**src/rtl/string_cmp_sequencer_pkg.sv**
```systemverilog
// Shared constants, state encoding and helpers for the string-compare sequencer.
// Register addresses, control/status bit positions and the sequencer state type live here.
package string_hw_pkg;

    localparam logic [2:0] ADDR_PUSH_A = 3'd0;
    localparam logic [2:0] ADDR_PUSH_B = 3'd1;
    localparam logic [2:0] ADDR_CTRL   = 3'd2;
    localparam logic [2:0] ADDR_STATUS = 3'd3;
    localparam logic [2:0] ADDR_RESULT = 3'd4;

    localparam int CTRL_GO    = 0;
    localparam int CTRL_CLEAR = 1;
    localparam int CTRL_IE    = 2;

    localparam int ST_BUSY  = 0;
    localparam int ST_DONE  = 1;
    localparam int ST_EQ    = 2;
    localparam int ST_LT    = 3;
    localparam int ST_GT    = 4;
    localparam int ST_ERR   = 5;
    localparam int ST_OVF_A = 6;
    localparam int ST_OVF_B = 7;
    localparam int ST_CNT_A = 8;
    localparam int ST_CNT_B = 12;

    typedef enum logic [1:0] {IDLE, FETCH, CMP, DONE} seq_state_t;

    typedef struct packed {
        logic ovf_b;
        logic ovf_a;
        logic err;
        logic gt;
        logic lt;
        logic eq;
        logic done;
    } seq_flags_t;

    // The status count fields are only 4 bits wide, so larger FIFOs report 15.
    function automatic logic [3:0] sat_count(input logic [31:0] c);
        return (c > 32'd15) ? 4'hF : c[3:0];
    endfunction

endpackage

```
**src/rtl/string_cmp_sequencer_if.sv**
```systemverilog
// Avalon-MM slave bus bundle for the string-compare sequencer.
interface string_cmp_sequencer_if;
    logic        chipselect;
    logic [2:0]  address;
    logic        write;
    logic [31:0] writedata;
    logic        read;
    logic [31:0] readdata;
    logic        irq;

    modport master (output chipselect, address, write, writedata, read,
                    input  readdata, irq);
    modport slave  (input  chipselect, address, write, writedata, read,
                    output readdata, irq);
endinterface

```
**src/rtl/string_cmp_sequencer_word_fifo.sv**
```systemverilog
// Show-ahead word FIFO holding one operand string; push and pop may coincide even when full.
module word_fifo #(
    parameter int DEPTH = 4,
    parameter int AW    = 2
) (
    input  logic          clk,
    input  logic          rst_n,
    input  logic          push,
    input  logic          pop,
    input  logic          flush,
    input  logic [31:0]   din,
    output logic [31:0]   dout,
    output logic          full,
    output logic          empty,
    output logic [AW:0]   count
);

    logic [31:0] mem_q [DEPTH];
    logic [AW-1:0] wr_ptr_q, wr_ptr_d;
    logic [AW-1:0] rd_ptr_q, rd_ptr_d;
    logic [AW:0]   count_q, count_d;
    logic          do_push;
    logic          do_pop;

    assign full    = (count_q == (AW+1)'(DEPTH));
    assign empty   = (count_q == '0);
    assign count   = count_q;
    assign dout    = mem_q[rd_ptr_q];
    assign do_pop  = pop && !empty;
    assign do_push = push && (!full || do_pop);

    always_comb begin
        wr_ptr_d = wr_ptr_q;
        rd_ptr_d = rd_ptr_q;
        count_d  = count_q;
        if (flush) begin
            wr_ptr_d = '0;
            rd_ptr_d = '0;
            count_d  = '0;
        end else begin
            if (do_push) wr_ptr_d = wr_ptr_q + AW'(1);
            if (do_pop)  rd_ptr_d = rd_ptr_q + AW'(1);
            count_d = count_q + (AW+1)'(do_push) - (AW+1)'(do_pop);
        end
    end

    always_ff @(posedge clk or negedge rst_n) begin
        if (!rst_n) begin
            wr_ptr_q <= '0;
            rd_ptr_q <= '0;
            count_q  <= '0;
        end else begin
            wr_ptr_q <= wr_ptr_d;
            rd_ptr_q <= rd_ptr_d;
            count_q  <= count_d;
        end
    end

    always_ff @(posedge clk) begin
        if (do_push && !flush) mem_q[wr_ptr_q] <= din;
    end

endmodule

```
**src/rtl/string_cmp_sequencer.sv**
```systemverilog
// Avalon-MM controller that pops operand word pairs and compares them bytewise, MSB byte first.
// Result and status registers are polled by the host; irq is done gated by ie.
module string_cmp_sequencer #(
    parameter int DEPTH = 4,
    parameter int AW    = 2
) (
    input  logic                    clk,
    input  logic                    reset_n,
    string_cmp_sequencer_if.slave   bus
);
    import string_hw_pkg::*;

    seq_state_t  state_q, state_d;
    seq_flags_t  flags_q, flags_d;
    logic [13:0] wc_q, wc_d;
    logic [15:0] result_q, result_d;
    logic [31:0] a_word_q, a_word_d, b_word_q, b_word_d;
    logic [31:0] readdata_q, readdata_d;
    logic        ie_q, ie_d;

    logic        wr_a, wr_b, wr_ctrl, rd, go, clear, pop, busy;
    logic [31:0] dout_a, dout_b, status;
    logic        full_a, full_b, empty_a, empty_b;
    logic [AW:0] cnt_a, cnt_b;
    logic        mm_hit, mm_gt, nul_hit;
    logic [1:0]  mm_k, nul_k;

    assign wr_a    = bus.chipselect && bus.write && (bus.address == ADDR_PUSH_A);
    assign wr_b    = bus.chipselect && bus.write && (bus.address == ADDR_PUSH_B);
    assign wr_ctrl = bus.chipselect && bus.write && (bus.address == ADDR_CTRL);
    assign rd      = bus.chipselect && bus.read;
    assign go      = wr_ctrl && bus.writedata[CTRL_GO];
    assign clear   = wr_ctrl && bus.writedata[CTRL_CLEAR];
    assign busy    = (state_q == FETCH) || (state_q == CMP);

    word_fifo #(.DEPTH(DEPTH), .AW(AW)) u_fifo_a (
        .clk(clk), .rst_n(reset_n), .push(wr_a && !clear), .pop(pop), .flush(clear),
        .din(bus.writedata), .dout(dout_a), .full(full_a), .empty(empty_a), .count(cnt_a)
    );

    word_fifo #(.DEPTH(DEPTH), .AW(AW)) u_fifo_b (
        .clk(clk), .rst_n(reset_n), .push(wr_b && !clear), .pop(pop), .flush(clear),
        .din(bus.writedata), .dout(dout_b), .full(full_b), .empty(empty_b), .count(cnt_b)
    );

    // Descending scan so the lowest byte index (MSB byte) is the one left standing.
    always_comb begin
        mm_hit  = 1'b0;
        mm_gt   = 1'b0;
        mm_k    = 2'd0;
        nul_hit = 1'b0;
        nul_k   = 2'd0;
        for (int k = 3; k >= 0; k--) begin
            if (a_word_q[8*(3-k) +: 8] != b_word_q[8*(3-k) +: 8]) begin
                mm_hit = 1'b1;
                mm_k   = 2'(k);
                mm_gt  = a_word_q[8*(3-k) +: 8] > b_word_q[8*(3-k) +: 8];
            end
            if (a_word_q[8*(3-k) +: 8] == 8'h00) begin
                nul_hit = 1'b1;
                nul_k   = 2'(k);
            end
        end
    end

    always_comb begin
        state_d  = state_q;
        flags_d  = flags_q;
        wc_d     = wc_q;
        result_d = result_q;
        a_word_d = a_word_q;
        b_word_d = b_word_q;
        pop      = 1'b0;
        ie_d     = ie_q;
        if (wr_ctrl && !bus.writedata[CTRL_CLEAR]) ie_d = bus.writedata[CTRL_IE];

        case (state_q)
            IDLE, DONE: begin
                if (go) begin
                    state_d      = FETCH;
                    wc_d         = '0;
                    flags_d.done = 1'b0;
                    flags_d.eq   = 1'b0;
                    flags_d.lt   = 1'b0;
                    flags_d.gt   = 1'b0;
                    flags_d.err  = 1'b0;
                end
            end
            FETCH: begin
                if (!empty_a && !empty_b) begin
                    pop      = 1'b1;
                    a_word_d = dout_a;
                    b_word_d = dout_b;
                    state_d  = CMP;
                end else begin
                    flags_d.err  = 1'b1;
                    flags_d.done = 1'b1;
                    state_d      = DONE;
                end
            end
            CMP: begin
                if (mm_hit) begin
                    flags_d.gt   = mm_gt;
                    flags_d.lt   = !mm_gt;
                    flags_d.done = 1'b1;
                    result_d     = {wc_q, mm_k};
                    state_d      = DONE;
                end else if (nul_hit) begin
                    flags_d.eq   = 1'b1;
                    flags_d.done = 1'b1;
                    result_d     = {wc_q, nul_k};
                    state_d      = DONE;
                end else begin
                    wc_d    = wc_q + 14'd1;
                    state_d = FETCH;
                end
            end
            default: state_d = IDLE;
        endcase

        if (wr_a && full_a && !pop) flags_d.ovf_a = 1'b1;
        if (wr_b && full_b && !pop) flags_d.ovf_b = 1'b1;

        // Clear aborts everything in flight but leaves the interrupt enable alone.
        if (clear) begin
            state_d  = IDLE;
            flags_d  = '0;
            wc_d     = '0;
            result_d = '0;
            pop      = 1'b0;
        end
    end

    always_comb begin
        status                    = '0;
        status[ST_BUSY]           = busy;
        status[ST_DONE]           = flags_q.done;
        status[ST_EQ]             = flags_q.eq;
        status[ST_LT]             = flags_q.lt;
        status[ST_GT]             = flags_q.gt;
        status[ST_ERR]            = flags_q.err;
        status[ST_OVF_A]          = flags_q.ovf_a;
        status[ST_OVF_B]          = flags_q.ovf_b;
        status[ST_CNT_A +: 4]     = sat_count(32'(cnt_a));
        status[ST_CNT_B +: 4]     = sat_count(32'(cnt_b));

        readdata_d = readdata_q;
        if (rd) begin
            case (bus.address)
                ADDR_CTRL:   readdata_d = {29'd0, ie_q, 2'b00};
                ADDR_STATUS: readdata_d = status;
                ADDR_RESULT: readdata_d = {16'd0, result_q};
                default:     readdata_d = '0;
            endcase
        end
    end

    always_ff @(posedge clk or negedge reset_n) begin
        if (!reset_n) begin
            state_q    <= IDLE;
            flags_q    <= '0;
            wc_q       <= '0;
            result_q   <= '0;
            a_word_q   <= '0;
            b_word_q   <= '0;
            readdata_q <= '0;
            ie_q       <= 1'b0;
        end else begin
            state_q    <= state_d;
            flags_q    <= flags_d;
            wc_q       <= wc_d;
            result_q   <= result_d;
            a_word_q   <= a_word_d;
            b_word_q   <= b_word_d;
            readdata_q <= readdata_d;
            ie_q       <= ie_d;
        end
    end

    assign bus.readdata = readdata_q;
    assign bus.irq      = flags_q.done && ie_q;

endmodule

```
**src/flat_wrapper.sv**
```systemverilog
// flat-port wrapper written by rule: the top's interface ports become plain ports
module string_cmp_sequencer_flat import string_hw_pkg::*;
#(
    parameter int DEPTH = 4,
    parameter int AW    = 2
)
  (clk, reset_n, bus_chipselect, bus_address, bus_write, bus_writedata, bus_read, bus_readdata, bus_irq);
  string_cmp_sequencer_if bus_i ();
  input  logic clk;
  input  logic reset_n;
  input wire logic [$bits(bus_i.chipselect)-1:0] bus_chipselect;
  input wire logic [$bits(bus_i.address)-1:0] bus_address;
  input wire logic [$bits(bus_i.write)-1:0] bus_write;
  input wire logic [$bits(bus_i.writedata)-1:0] bus_writedata;
  input wire logic [$bits(bus_i.read)-1:0] bus_read;
  output wire logic [$bits(bus_i.readdata)-1:0] bus_readdata;
  output wire logic [$bits(bus_i.irq)-1:0] bus_irq;
  assign bus_i.chipselect = bus_chipselect;
  assign bus_i.address = bus_address;
  assign bus_i.write = bus_write;
  assign bus_i.writedata = bus_writedata;
  assign bus_i.read = bus_read;
  assign bus_readdata = bus_i.readdata;
  assign bus_irq = bus_i.irq;
  string_cmp_sequencer #(.DEPTH(DEPTH), .AW(AW)) u_core (.clk(clk), .reset_n(reset_n), .bus(bus_i));
endmodule
```
**config.mk**
```make
export PLATFORM = sky130hd
export DESIGN_NAME = string_cmp_sequencer_flat
export DESIGN_NICKNAME = d
export VERILOG_FILES = /design/src/rtl/string_cmp_sequencer_pkg.sv /design/src/rtl/string_cmp_sequencer_if.sv /design/src/rtl/string_cmp_sequencer_word_fifo.sv /design/src/rtl/string_cmp_sequencer.sv /design/src/flat_wrapper.sv
export SDC_FILE = /design/constraint.sdc
export NUM_CORES = 1
export LEC_CHECK = 0
export CAP_MARGIN = 20
export CORE_MARGIN = 1
export CORE_UTILIZATION = 55
export CTS_CLUSTER_SIZE = 8
export DETAILED_ROUTE_END_ITERATION = 10
export PLACE_DENSITY_LB_ADDON = 0.08
export REMOVE_ABC_BUFFERS = 1
export SLEW_MARGIN = 15
export SYNTH_ARGS = -nofsm -noshare
export SYNTH_HDL_FRONTEND = slang
export SYNTH_SLANG_ARGS = --single-unit
export TNS_END_PERCENT = 5
```
**constraint.sdc**
```tcl
create_clock -name clk -period 4.8 [get_ports clk]
set_input_delay 1.44 -clock clk [delete_from_list [all_inputs] [get_ports clk]]
set_output_delay 1.44 -clock clk [all_outputs]
set_load 0.05 [all_outputs]
```
==> results of run 1 <==
==> tightest hold or removal path: stages (launching register included) <==
cell,delay [ns]
dfrtp_1,0.33
nand2_1,0.05
nand2_1,0.05
==> cell type report <==
| type | instances | area (sq um) |
|---|---|---|
| inverter | 52 | 195 |
| clock inverter | 2 | 38.8 |
| sequential | 390 | 11000 |
| multi-input combinational | 495 | 4730 |
| tap | 384 | 480 |
| timing repair buffer | 80 | 817 |
| clock buffer | 93 | 1510 |
| fill | 2129 | 10000 |
==> registers in the layout (all words and copies together) (netlist names) <==
name,count
u_core.result_q,16
u_core.u_fifo_a.mem_q,128
u_core.wc_q,14
u_core.u_fifo_b.mem_q,128
u_core.u_fifo_b.wr_ptr_q,2
u_core.b_word_q,32
u_core.ie_q,1
u_core.u_fifo_b.rd_ptr_q,2
u_core.bus.readdata,16
u_core.u_fifo_a.count,3
u_core.flags_q,7
u_core.a_word_q,32
u_core.state_q,2
u_core.u_fifo_b.count,3
u_core.u_fifo_a.rd_ptr_q,2
u_core.u_fifo_a.wr_ptr_q,2
==> cell usage in the layout, fill, tap and decap left out, types with 16 or more instances in the layout <==
cell type	count
conb_1	16
ha_1	49
nand2_1	32
mux2_2	66
clkbuf_1	38
nor2_1	65
edfxtp_1	256
clkdlybuf4s50_1	55
clkbuf_16	54
inv_1	52
buf_4	18
mux4_2	64
dfrtp_1	131
==> per-stage QoR <==
step           cells  instance area, sq um  utilization
5_1_grt         1496                 18800        0.652
2_1_floorplan    937                 15900            -
6_report        1496                 18800        0.652
3_3_place_gp    1400                 17300        0.598
4_1_cts         1495                 18800        0.651
3_5_place_dp    1400                 17300        0.598
==> cells by family after synthesis <==
group,Yosys count
DFF,390
muxes,138
other,1
xor gates and xnor gates,8
and+or+nand+nor,185
buffers and inverters,109
adders and majority gates,51
AOI/OAI and AO/OA,97
==> final timing paths <==
check,from,endpoint
max in group asynchronous,reset_n,u_core.result_q[13]$_DFFE_PN0P_
worst max-delay path,bus_address[0],u_core.u_fifo_b.count[2]$_DFF_PN0_
worst min-delay path,u_core.bus.readdata[15]$_DFFE_PN0P_,u_core.bus.readdata[15]$_DFFE_PN0P_
min in group asynchronous,reset_n,u_core.a_word_q[20]$_DFFE_PN0N_
worst min register to register,u_core.bus.readdata[15]$_DFFE_PN0P_,u_core.bus.readdata[15]$_DFFE_PN0P_
worst max register to register,u_core.a_word_q[31]$_DFFE_PN0N_,u_core.flags_q[3]$_DFFE_PN0P_
==> power breakdown <==
group / internal [mW] / switching, mW
Clock: 2.10 / 1.34
Sequential: 4.06 / 0.479
Combinational: 1.60 / 1.61
==> routing by layer <==
metal,track usage,up-vias,part of all wire
met5,0,-,0
met4,0.0597,0,0.016
met3,0.0368,41,0.046
met2,0.367,202,0.48
met1,0.329,4436,0.46
li1,-,3929,-
==> impl_metrics.toml, run 1 <==
[outcome]
status = "finished clean"

[logic_synthesis]
synth_area_per_cell_sq_um = 16.5
synth.area.mux_share = 0.140
synth.most_common_cell = "edfxtp_1"
synth_top_area_frac = 0.475
yosys_most_used_dff = "edfxtp_1"
synth_edf_count = 256
synth_largest_area_cell = "edfxtp_1"
ys_seq_elements = 390
synth_top_family_by_area = "multiplexers"
yosys.area_share.adder = 0.0404
async_reset_ff_frac = 0.344
synth_xor_area_frac = 0.00433
ys_types = 59
synth_warnings = 0
syn_area_sq_mm = 0.0162
ys_top_cells_by_count = "edfxtp_1 (256), dfrtp_1 (134), mux2_2 (66)"
syn_inst = 979
synth-simple-area-share = 0.0581
synth_area_leaders = "edfxtp_1 (48%), dfrtp_1 (21%), mux4_2 (8.9%)"
synth_compound_area_frac = 0.0448
ys_seq_area_frac = 0.682

[sta]
fin_setup_tns_ns = 0
fin_skew_ns = 0.0163
setup_viol = 0
fin_crit_sh = 0.768
rsz0062_at_grt = "no"
timing.hold.ws_ns = 0.462
relSlewSlack = 0.213
worst_slack_ns = 1.11
fmax_mhz = 271
fin_crit_ns = 3.69
max_slew.worst_pin.slew_ns = 1.15
hold_viol_final = 0
slew_viol_final = 0

[critical_path]
cpPeakStageDelay_ns = 0.57
crit_path_top_delay_cell = "clkdlybuf4s50_1"
worst_path_most_repeated_cell = "inv_1"
path_depth = 14
r2r_cells = 7
worst-path-buf-inv = 4
critPathTopFamily = "adder cells"
cp-end-kind = "flip-flop"
crit_arrival_ns = 4.11
r2r_slack_ns = 1.68
cp.required_ns = 5.22
criticalPathCategory = "in2reg"
cp_max_fo = 6
path_cells = "clkdlybuf4s50_1 -> and4bb_1 -> nand3_1 -> nand2_1 -> a31oi_1 -> inv_1 -> ha_1 -> inv_1 -> ha_1 -> inv_1 -> fa_1 -> xor2_1 -> xnor2_1 -> nor2_1"
start_kind = "primary input"

[power_and_ir_drop]
ir_drop_mv = 0.449
p_leak_nw = 7.04
total_power_mw = 11.2
pwr_density_cell_mw_per_mm2 = 595

[clocking]
numCtsBuffers = 54
postCtsSetupBuffers = 0
cts_tree = "built"
cts.sinks = 390
htreeDepth = 2
clockRootBuffer = "clkbuf_16"
cts_hold_buf = 0
clockBufferDepth = 3
clk_latency_ns = 0.56
path_clk_slew_ns = 0.05
post_cts_resized = 0

[min_path]
hp-class = "reg2reg"
hold_path_depth = 2

[finish]
syn2layout_area_growth_pct = 16.3
drive_gt1_frac = 0.214
antenna-diode-count = 0
nets = 1164

[placement]
place_ws_ns = 0.600
place_congestion = 0.801
portBuffers = 56
hpwl_um = 19600

[floorplanning]
rows = 62
dieArea_sq_mm = 0.0301
start_util = 0.561
fp.dieH_um = 174
pin_count = 73
core_area_sq_mm = 0.0289
die_w_um = 174

[routing]
vias_per_cell = 5.75
drc = 0
first_pass_iters = 5
antenna_left = 0
drt_wl_total_um = 32400
vias = 8608
wire_per_inst_um = 21.7
first_iter_violations = 654

[grt]
grt_max_degree = 84
grt_pass1_vias = 9097
antenna_found_initial = 0
overflow = 0
grt_usage = 0.228
grt_pass1_wl_um = 52100

[flow_run]
maxCapViolCount = 0
(Power assumes the default switching activity.)
==> run 2: changes to the inputs <==
clock period = 3.7 ns   (was 4.8 ns; I/O delays follow)
==> impl_metrics.toml, run 2 (synthesis results as in run 1) <==
[outcome]
status = "finished clean"

[routing]
first_iter_violations = 622
drt_wl_total_um = 32400
first_pass_iters = 5
vias = 8701
vias_per_cell = 5.75
drc = 0
wire_per_inst_um = 21.4
antenna_left = 0

[finish]
syn2layout_area_growth_pct = 17.4
finalInstanceArea_sq_mm = 0.0190
nets = 1182
final_cells = 1514
antenna-diode-count = 0
layout_commonest_cell = "edfxtp_1"
final_cell_mix = "edfxtp_1 (256), dfrtp_1 (131), mux2_2 (66)"
drive_gt1_frac = 0.227
reg_top3 = "u_core.u_fifo_a.mem_q: 128 flops, u_core.u_fifo_b.mem_q: 128 flops"
final_util = 0.659

[min_path]
hold_path_end = "u_core.bus.readdata[15]$_DFFE_PN0P_"
min_from = "u_core.bus.readdata[15]$_DFFE_PN0P_"
hold_path_depth = 2
hp-class = "reg2reg"

[critical_path]
critPathTopFamily = "adder cells"
reg2reg_to = "u_core.wc_q[5]$_DFFE_PN0P_"
path_cells = "clkdlybuf4s50_1 -> and4bb_1 -> nand3_1 -> nand2_1 -> a31oi_1 -> inv_1 -> ha_1 -> inv_1 -> ha_1 -> inv_1 -> fa_1 -> xor2_1 -> xnor2_1 -> nor2_1"
worst-path-buf-inv = 4
r2r_cells = 7
crit_path_top_delay_cell = "clkdlybuf4s50_1"
r2r_slack_ns = 0.83
cpPeakStageDelay_ns = 0.47
worst_path_most_repeated_cell = "inv_1"
r2r-start = "u_core.a_word_q[13]$_DFFE_PN0N_"
crit_arrival_ns = 3.58
path_depth = 14
cp.required_ns = 4.13
cp-end-kind = "flip-flop"
start_kind = "primary input"
cp_max_fo = 4
criticalPathCategory = "in2reg"

[floorplanning]
rows = 62
dieArea_sq_mm = 0.0301
pin_count = 73
die_w_um = 174
start_util = 0.561
core_area_sq_mm = 0.0289
fp.dieH_um = 174

[sta]
setup_viol = 0
worst_slack_ns = 0.555
fin_crit_sh = 0.850
fmax_mhz = 318
relSlewSlack = 0.296
fin_setup_tns_ns = 0
timing.hold.ws_ns = 0.461
hold_viol_final = 0
fin_skew_ns = 0.0144
max_slew.worst_pin.slew_ns = 1.06
rsz0062_at_grt = "no"
fin_crit_ns = 3.15
slew_viol_final = 0

[grt]
antenna_found_initial = 0
overflow = 0
grt_max_degree = 78
grt_usage = 0.227
grt_pass1_wl_um = 51800
grt_pass1_vias = 9137

[placement]
hpwl_um = 19800
placed_cells = 1419
place_congestion = 0.842
place_area_sq_mm = 0.0174
place_ws_ns = 0.0225
portBuffers = 56

[power_and_ir_drop]
p_leak_nw = 7.15
total_power_mw = 14.6
ir_drop_mv = 0.436
pwr_density_cell_mw_per_mm2 = 768

[clocking]
post_cts_resized = 0
postCtsSetupBuffers = 0
path_clk_slew_ns = 0.05
htreeDepth = 2
clk_latency_ns = 0.56
cts_tree = "built"
clockBufferDepth = 3
clockRootBuffer = "clkbuf_16"
numCtsBuffers = 54
cts_hold_buf = 0
cts.sinks = 390

[flow_run]
maxCapViolCount = 0
[run 2: cell count changes in the layout (fill, tap and decap cells not counted)]
cell and change:
buf_4 +17, inv_6 -1, clkbuf_16 +2, clkbuf_1 -1, buf_12 +1
[run 2: final cells by class]
cell class	count	area (sq um)
clock buffers	94	1550
fillers	2089	9850
repair buffers	98	965
inverters	52	195
clock inverters	1	30.0
multi-input cells	495	4730
well taps	384	480
flip-flops and latches	390	11000
[run 2: worst max path at each step]
| stage | startpoint | endpoint | slack, ns |
|---|---|---|---|
| floorplan | u_core.state_q[1]$_DFFE_PN0P_ | u_core.u_fifo_b.count[2]$_DFF_PN0_ | -0.90 |
| global placement | bus_address[0] | u_core.u_fifo_b.count[2]$_DFF_PN0_ | 0.04 |
| detailed placement | bus_address[0] | u_core.u_fifo_a.count[2]$_DFF_PN0_ | 0.02 |
| CTS | bus_address[0] | u_core.u_fifo_a.count[2]$_DFF_PN0_ | 0.57 |
| global route | bus_address[2] | u_core.u_fifo_a.count[2]$_DFF_PN0_ | 0.35 |
| finish | bus_address[0] | u_core.u_fifo_a.count[2]$_DFF_PN0_ | 0.55 |
[run 2: per-layer routing]
layer  global-route usage  up-vias  part of all wire
met4               0.0649        0             0.019
li1                     -     3965                 -
met3               0.0414       52             0.049
met1                0.327     4456              0.46
met5              0.00641        -                 0
met2                0.359      228              0.47
[run 2: where the power goes]
group / internal [mW] / leakage [nW] / switching (mW)
Sequential: 5.27 / 3.96 / 0.654
Clock: 2.81 / 0.752 / 1.72
Combinational: 2.09 / 2.43 / 2.06
[run 2: worst reg2reg max path: cells and delay by family (launching register included)]
kind | cells | cell delay, ns
AOI/OAI and AO/OA | 2 | 0.52
adders and majority gates | 1 | 0.30
DFF | 1 | 0.39
and+or+nand+nor | 4 | 1.59
